### config.mk
export PLATFORM = sky130hd
export DESIGN_NAME = ntt_twiddle_sched_flat
export DESIGN_NICKNAME = d
export VERILOG_FILES = /design/src/rtl/ntt_twiddle_sched_if.sv /design/src/rtl/ntt_twiddle_sched.sv /design/src/flat_wrapper.sv
export SDC_FILE = /design/constraint.sdc
export NUM_CORES = 1
export LEC_CHECK = 0
export CAP_MARGIN = 20
export CORE_MARGIN = 2
export CORE_UTILIZATION = 64
export CTS_BUF_LIST = sky130_fd_sc_hd__clkbuf_4 sky130_fd_sc_hd__clkbuf_8
export DETAILED_ROUTE_END_ITERATION = 10
export PLACE_DENSITY = 0.89
export SLEW_MARGIN = 20
export SYNTH_ARGS = -nofsm -noshare
export SYNTH_HDL_FRONTEND = slang
export SYNTH_SLANG_ARGS = --single-unit
### constraint.sdc
create_clock -name clk -period 11.08 [get_ports clk]
set_input_delay 1.108 -clock clk [delete_from_list [all_inputs] [get_ports clk]]
set_output_delay 1.108 -clock clk [all_outputs]
set_load 0.02 [all_outputs]
### src/rtl/ntt_twiddle_sched_if.sv
// Butterfly issue channel between the NTT twiddle scheduler and the butterfly unit.
// The scheduler drives the tuple and valid; the butterfly unit answers with ready.
interface ntt_twiddle_sched_if;
    logic       issue_valid;
    logic       issue_ready;
    logic [7:0] addr_a;
    logic [7:0] addr_b;
    logic [6:0] tw_idx;
    logic [2:0] layer;
    logic       last;

    modport master (
        output issue_valid, addr_a, addr_b, tw_idx, layer, last,
        input  issue_ready
    );

    modport slave (
        input  issue_valid, addr_a, addr_b, tw_idx, layer, last,
        output issue_ready
    );
endinterface

### src/rtl/ntt_twiddle_sched.sv
// ML-KEM NTT/INTT butterfly scheduler: walks 7 layers x 128 butterflies, issuing
// coefficient address pairs and zeta ROM indices, with a drain gap between layers.
module ntt_twiddle_sched #(
    parameter int unsigned LAYER_GAP = 4
) (
    input  logic                        clk,
    input  logic                        rst_n,
    input  logic                        start,
    input  logic                        inverse,
    ntt_twiddle_sched_if.master         bus,
    output logic                        busy,
    output logic                        done
);

    typedef enum logic [1:0] {
        S_IDLE = 2'd0,
        S_RUN  = 2'd1,
        S_GAP  = 2'd2
    } state_t;

    state_t     r_state, w_state_nxt;
    logic [2:0] r_l,     w_l_nxt;
    logic [6:0] r_c,     w_c_nxt;
    logic [3:0] r_g,     w_g_nxt;
    logic       r_m,     w_m_nxt;
    logic       r_done,  w_done_nxt;

    // NOTE: state is updated only with non-blocking assignments so every register
    // samples the same pre-edge values; reset is asynchronous and aborts at once.
    always_ff @(posedge clk or negedge rst_n) begin
        if (!rst_n) begin
            r_state <= S_IDLE;
            r_l     <= '0;
            r_c     <= '0;
            r_g     <= '0;
            r_m     <= 1'b0;
            r_done  <= 1'b0;
        end else begin
            r_state <= w_state_nxt;
            r_l     <= w_l_nxt;
            r_c     <= w_c_nxt;
            r_g     <= w_g_nxt;
            r_m     <= w_m_nxt;
            r_done  <= w_done_nxt;
        end
    end

    // NOTE: every next-state signal gets a default first, so no path infers a latch.
    always_comb begin
        w_state_nxt = r_state;
        w_l_nxt     = r_l;
        w_c_nxt     = r_c;
        w_g_nxt     = r_g;
        w_m_nxt     = r_m;
        w_done_nxt  = 1'b0;
        case (r_state)
            S_IDLE: begin
                // A start coinciding with the done pulse is dropped; one cycle later it is taken.
                if (start && !r_done) begin
                    w_state_nxt = S_RUN;
                    w_m_nxt     = inverse;
                    w_l_nxt     = '0;
                    w_c_nxt     = '0;
                end
            end
            S_RUN: begin
                if (bus.issue_ready) begin
                    w_c_nxt = r_c + 7'd1;
                    if (r_c == 7'd127) begin
                        if (r_l == 3'd6) begin
                            w_state_nxt = S_IDLE;
                            w_done_nxt  = 1'b1;
                        end else begin
                            w_l_nxt = r_l + 3'd1;
                            if (LAYER_GAP != 0) begin
                                w_state_nxt = S_GAP;
                                w_g_nxt     = '0;
                            end
                        end
                    end
                end
            end
            S_GAP: begin
                if (r_g == 4'(LAYER_GAP - 1)) begin
                    w_state_nxt = S_RUN;
                end else begin
                    w_g_nxt = r_g + 4'd1;
                end
            end
            default: w_state_nxt = S_IDLE;
        endcase
    end

    // Tuple decode: s = log2(len) is 7-l going forward and l+1 going inverse.
    logic       w_valid;
    logic [2:0] w_s;
    logic [3:0] w_s1;
    logic [7:0] w_len;
    logic [6:0] w_grp;
    logic [7:0] w_j;
    logic [7:0] w_addr_a;
    logic [7:0] w_addr_b;
    logic [6:0] w_tw;

    always_comb begin
        w_valid  = (r_state == S_RUN);
        w_s      = r_m ? (r_l + 3'd1) : (3'd7 - r_l);
        w_s1     = {1'b0, w_s} + 4'd1;
        w_len    = 8'd1 << w_s;
        w_grp    = r_c >> w_s;
        w_j      = {1'b0, r_c} & (w_len - 8'd1);
        w_addr_a = ({1'b0, w_grp} << w_s1) | w_j;
        w_addr_b = w_addr_a + w_len;
        // Inverse index (2 << (6-l)) - 1 - grp folds to (127 >> l) - grp.
        w_tw     = r_m ? ((7'h7F >> r_l) - w_grp) : ((7'd1 << r_l) + w_grp);
    end

    assign bus.issue_valid = w_valid;
    assign bus.addr_a      = w_valid ? w_addr_a : 8'd0;
    assign bus.addr_b      = w_valid ? w_addr_b : 8'd0;
    assign bus.tw_idx      = w_valid ? w_tw : 7'd0;
    assign bus.last        = w_valid && (r_l == 3'd6) && (r_c == 7'd127);
    assign busy            = (r_state != S_IDLE);
    assign bus.layer       = busy ? r_l : 3'd0;
    assign done            = r_done;

endmodule

### src/flat_wrapper.sv
// flat-port wrapper written by rule: the top's interface ports become plain ports
module ntt_twiddle_sched_flat 
#(
    parameter int unsigned LAYER_GAP = 4
)
  (clk, rst_n, start, inverse, busy, done, bus_issue_valid, bus_addr_a, bus_addr_b, bus_tw_idx, bus_layer, bus_last, bus_issue_ready);
  ntt_twiddle_sched_if bus_i ();
  input  logic clk;
  input  logic rst_n;
  input  logic start;
  input  logic inverse;
  output logic busy;
  output logic done;
  output wire logic [$bits(bus_i.issue_valid)-1:0] bus_issue_valid;
  output wire logic [$bits(bus_i.addr_a)-1:0] bus_addr_a;
  output wire logic [$bits(bus_i.addr_b)-1:0] bus_addr_b;
  output wire logic [$bits(bus_i.tw_idx)-1:0] bus_tw_idx;
  output wire logic [$bits(bus_i.layer)-1:0] bus_layer;
  output wire logic [$bits(bus_i.last)-1:0] bus_last;
  input wire logic [$bits(bus_i.issue_ready)-1:0] bus_issue_ready;
  assign bus_issue_valid = bus_i.issue_valid;
  assign bus_addr_a = bus_i.addr_a;
  assign bus_addr_b = bus_i.addr_b;
  assign bus_tw_idx = bus_i.tw_idx;
  assign bus_layer = bus_i.layer;
  assign bus_last = bus_i.last;
  assign bus_i.issue_ready = bus_issue_ready;
  ntt_twiddle_sched #(.LAYER_GAP(LAYER_GAP)) u_core (.clk(clk), .rst_n(rst_n), .start(start), .inverse(inverse), .bus(bus_i), .busy(busy), .done(done));
endmodule
== Yosys cells after proc, flatten, opt, wreduce, memory -nomap -nowiden ==
Cells that the tools add are included.

* Bits in registers: 18
* Input bits: 5
* Logic and storage cells: 75

* Mux-type cells: 29
* Reduce and logical (&&, ||, !) cells: 13
* Equality and inequality tests: 11
* $add $sub $neg: 9
* Shift-type cells: 5
* Bitwise logic cells: 2

{| class="wikitable"
|+ Operator list
! operator !! number
|-
| $mux 7 || 4
|-
| $mux 3 || 6
|-
| $mux 4 || 4
|-
| $mux 8 || 2
|-
| $pmux 7 s2 || 1
|-
| $mux 2 || 5
|-
| $reduce_and 5->1 || 2
|-
| $add 8x8->8 || 1
|-
| $and 7x8->8 || 1
|-
| $ne 2x2->1 const B || 4
|-
| $or 8x8->8 || 1
|-
| $pmux 4 s2 || 1
|-
| $shl 1x3->8 const A || 1
|-
| $shl 7x4->8 || 1
|-
| $sub 8x1->8 const B || 1
|-
| $add 7x1->7 const B || 1
|-
| $add 7x7->7 || 1
|-
| $eq 7x7->1 const B || 1
|-
| $shl 1x3->7 const A || 1
|-
| $shr 7x3->7 || 1
|-
| $shr 7x3->7 const A || 1
|-
| $sub 7x7->7 || 1
|-
| $pmux 2 s3 || 1
|-
| $pmux 3 s2 || 1
|-
| 17 further kinds || 25
|}

== Depth between registers and ports, before layout ==
* Depth after elaboration: 8
* Depth in mapped cells: 22

== Least setup slack after synthesis ==
OpenSTA, ideal clock, no wires.

* Path kind: flip-flop to output port
* From: register u_core.r_l[2]
* To: output port bus_addr_b[7]
* Cell stages (with the launch flop): 19
* Data arrival time: 4.527 ns
* Required time: 9.972 ns
* Path slack: 5.445 ns
* Path through: dfrtp_1 clkbuf_1 inv_1 ha_1 nand2b_2 nand2_1 clkbuf_1 ha_1 clkbuf_1 o21ai_1 nor2_1 a22o_1 ha_1 and3_1 a221o_1 a221oi_1 o41ai_1 a21o_1 a21oi_1

* Word-level cells in the longest chain between the ends: 8

{| class="wikitable"
|+ RTL lines
! item !! RTL line !! source
|-
| start: declaration || ntt_twiddle_sched.sv:22 || <nowiki>logic [2:0] r_l, w_l_nxt;</nowiki>
|-
| start signal: assignment || ntt_twiddle_sched.sv:40 || <nowiki>r_l <= w_l_nxt;</nowiki>
|-
| $sub 3x3->3 / $add 3x1->3 (equally long branches) || ntt_twiddle_sched.sv:107 || <nowiki>w_s = r_m ? (r_l + 3'd1) : (3'd7 - r_l);</nowiki>
|-
| $mux 3 * || ntt_twiddle_sched.sv:107 ||
|-
| $shl 1x3->8 || ntt_twiddle_sched.sv:109 || <nowiki>w_len = 8'd1 << w_s;</nowiki>
|-
| $sub 8x1->8 || ntt_twiddle_sched.sv:111 || <nowiki>w_j = {1'b0, r_c} & (w_len - 8'd1);</nowiki>
|-
| $and 7x8->8 || ntt_twiddle_sched.sv:111 ||
|-
| $or 8x8->8 || ntt_twiddle_sched.sv:112 || <nowiki>w_addr_a = ({1'b0, w_grp} << w_s1) | w_j;</nowiki>
|-
| $add 8x8->8 * || ntt_twiddle_sched.sv:113 || <nowiki>w_addr_b = w_addr_a + w_len;</nowiki>
|-
| $mux 8 * || ntt_twiddle_sched.sv:120 || <nowiki>assign bus.addr_b = w_valid ? w_addr_b : 8'd0;</nowiki>
|-
| end: declaration || flat_wrapper.sv:16 || <nowiki>output wire logic [$bits(bus_i.addr_b)-1:0] bus_addr_b;</nowiki>
|}

Mark *: on every way between the ends. The rest lies on a longest branch, timed or not.

== Worst setup path after layout ==
* From: register u_core.r_l[0]
* To: output port bus_addr_b[7]

The elaborated chain is that of the path after synthesis.

==> out/metrics.cfg <==
[status]
status = complete, no violations

[clock_tree]
postCtsResizedCells = 0
cts_tree = yes
htree_levels = 1
clk_latency_ns = 0.25
clk_pin_slew_worst_paths_ns = 0.07
cts_buffer_depth = 2
cts_inserted_buffers = 3
cts_root_buffer = clkbuf_8
cts_setup_buffers = 0
cts_hold_buffers = 0
clock_sinks = 18

[timing]
fmax_ghz = 0.144
tns_ns = 0
fin_ws_ns = 4.12
clock_skew_ns = 0.00294
rsz0062_at_grt = false
period_needed_ns = 6.96
worst_slew_pin_slew_ns = 0.815
setup_viol = 0
final-max-slew-violation-count = 0
final_hold_viol_count = 0
max-slew-margin-rel = 0.457
fin_crit_sh = 0.628

[synthesis]
ys_top_cells_by_area = dfrtp_1 14%, ha_1 12%, mux2i_1 4.8%
yosysWarnings = 0
syn_area_sq_um = 3150
postSynthAreaPerCell_sq_um = 7.60
synth.distinct_cells = 74
synthCells = 414
synth_top_area_frac = 0.143
syn-num-nets = 452
yosysTopAreaCell = dfrtp_1
synth_edf_count = 0
postSynth.asyncResetShare = 1.00
ys_seq_area_frac = 0.143
synth_seq_cells = 18
synth_flop_cell = dfrtp_1

[global_routing]
grt_pass1_wl_microns = 14200
top_usage_layer = met2
antenna_found_initial = 0
grt-ovfl-total = 0
grt_pass1_vias = 2986
grt_max_degree = 25
grt.total_usage = 0.329
met2_usage = 0.552
grt.met3_usage = 0.0257
use_met1 = 0.470

[hold_path]
hold_class = reg -> reg
min-delay-start = u_core.r_g[0]
hold_depth = 1
hold_end = u_core.r_g[0]

[detailed_routing]
ant_nets = 0
wl_microns = 8650
first_iter_violations = 355
vias = 3214
wl_per_cell_microns = 17.4
dr.pass1.iters = 5
drc = 0
vias_per_cell = 6.45

[setup_path]
slowest_stage = dfrtp_1
r2r-end = u_core.r_g[3]
crit_required_ns = 9.97
timing.reg2reg.setup_slack_ns = 8.41
r2r-start = u_core.r_l[0]
cp_data_arrival_time_ns = 5.85
r2r_cells = 8
crit_chain = ha_1 -> inv_1 -> ha_1 -> nand2b_2 -> nand2_1 -> ha_1 -> inv_1 -> and3_1 -> o21bai_1 -> o311ai_1 -> ha_1 -> and2_1 -> and3_1 -> nand3_1 -> o41ai_1 -> nand3_1 -> a21oi_1 -> clkdlybuf4s50_1
critPathKind = reg -> out
cp-end-kind = output port
slowest_delay_ns = 0.74
worstSetupStartpointType = flop
crit_fanout = 18
path_common_cell = ha_1

[placed_design]
io_buffers = 34
dp_hpwl_microns = 6510
place_ws_ns = 4.55
dp_cells = 494
routabilityCongestion = 0.980
placed_area_sq_um = 3480

[floorplanning]
dieArea_sq_um = 5490
rows = 25
core-area_sq_um = 4720
die_x_microns = 74.1
pin_count = 35
start_util = 0.666
die_y_microns = 74.1

[final_layout]
nets = 470
drive_above_1_share = 0.0650
filler_cell_count = 380
layout_common_cells = 36 x nand2_1, 36 x nor2_1, 34 x clkdlybuf4s50_1
multi_input_area_sq_um = 2500
n_antenna_cell = 0
stdcell_count = 498
seqCellArea_sq_um = 450
area_delta_synth_final_pct = 12.3
fin_area_sq_um = 3530

[job]
drv_cap = 0

-- worst max-delay path: cells and delay by family (launching register included) --
family / cells / cell delay, ns
fa+ha+maj: 4 / 1.70
flops: 1 / 0.74
simple gates: 7 / 1.45
buf+inv: 3 / 0.83
compound gates: 4 / 0.88
-- stage by stage --
stage | util | hold slack [ns]
6_report | 0.748 | 0.518
5_1_grt | 0.748 | 0.578
4_1_cts | 0.748 | 0.513
3_5_place_dp | 0.736 | 0.505
3_3_place_gp | 0.736 | 0.484
2_1_floorplan | - | 0.468
-- Yosys cell counts (all sizes together) (2+ instances only) --
master  count
o31ai       2
o21ai      23
a211o       4
clkbuf     15
a211oi      3
dfrtp      18
o22ai       5
a311o       2
or3         8
nand2b     11
o21bai      3
mux2        3
a21oi      25
o311ai      2
a221oi      2
nand3b      2
buf         9
and3        8
nand4       4
o211ai      4
nand3      13
a22o        2
mux2i      16
xor2       10
a31o        2
nand2      37
a311oi      2
nor2b       9
xnor2       9
nor2       36
inv        21
nor3       15
nor4        3
a21o       12
ha         31
fa          2
a31oi       3
or2         3
o21a        5
and2       12
-- final cells by class --
type,instances,share of cell area
Clock buffer,4,0.0156
Timing Repair Buffer,37,0.103
Inverter,22,0.0234
Multi-Input combinational cell,350,0.707
Sequential cell,18,0.128
Tap cell,67,0.0237
-- kinds of logic after synthesis --
family | after synthesis | share of synthesized area
AO/OA/AOI/OAI | 112 | 0.250
XOR/XNOR | 19 | 0.0529
multiplexers | 20 | 0.0728
flip-flops | 18 | 0.143
buffers and inverters | 46 | 0.0632
AND/OR/NAND/NOR | 166 | 0.282
adder cells (fa/ha/maj) | 33 | 0.136
-- registers in the layout, summed over array words and instances, names as in the netlist --
| register | cells |
|---|---|
| u_core.done | 1 |
| u_core.r_c | 7 |
| u_core.r_g | 4 |
| u_core.r_l | 3 |
| u_core.r_m | 1 |
| u_core.r_state | 2 |
-- how the worst max path moves through the flow --
stage                             start             to  slack, ns  cells past startpoint
after detailed placement  u_core.r_l[0]  bus_addr_b[7]       4.55                     18
after global routing      u_core.r_l[0]  bus_addr_b[7]       3.76                     18
after floorplan           u_core.r_l[2]  bus_addr_b[7]       5.44                     18
final                     u_core.r_l[0]  bus_addr_b[7]       4.12                     18
after CTS                 u_core.r_l[0]  bus_addr_b[7]       4.28                     18
after global placement    u_core.r_l[0]  bus_addr_b[7]       4.74                     18
-- per-layer routing --
layer  wire length, microns  part of all wire  up-vias
li1                       -                 -     1530
met1                   3750              0.43     1511
met2                   4070              0.47      157
met3                    727             0.084       16
met4                    100             0.012        0
met5                      0                 0        -
Power is left out: the tool's default activity adds up to more than one toggle a clock period on the data nets, which glitch-free logic cannot reach.
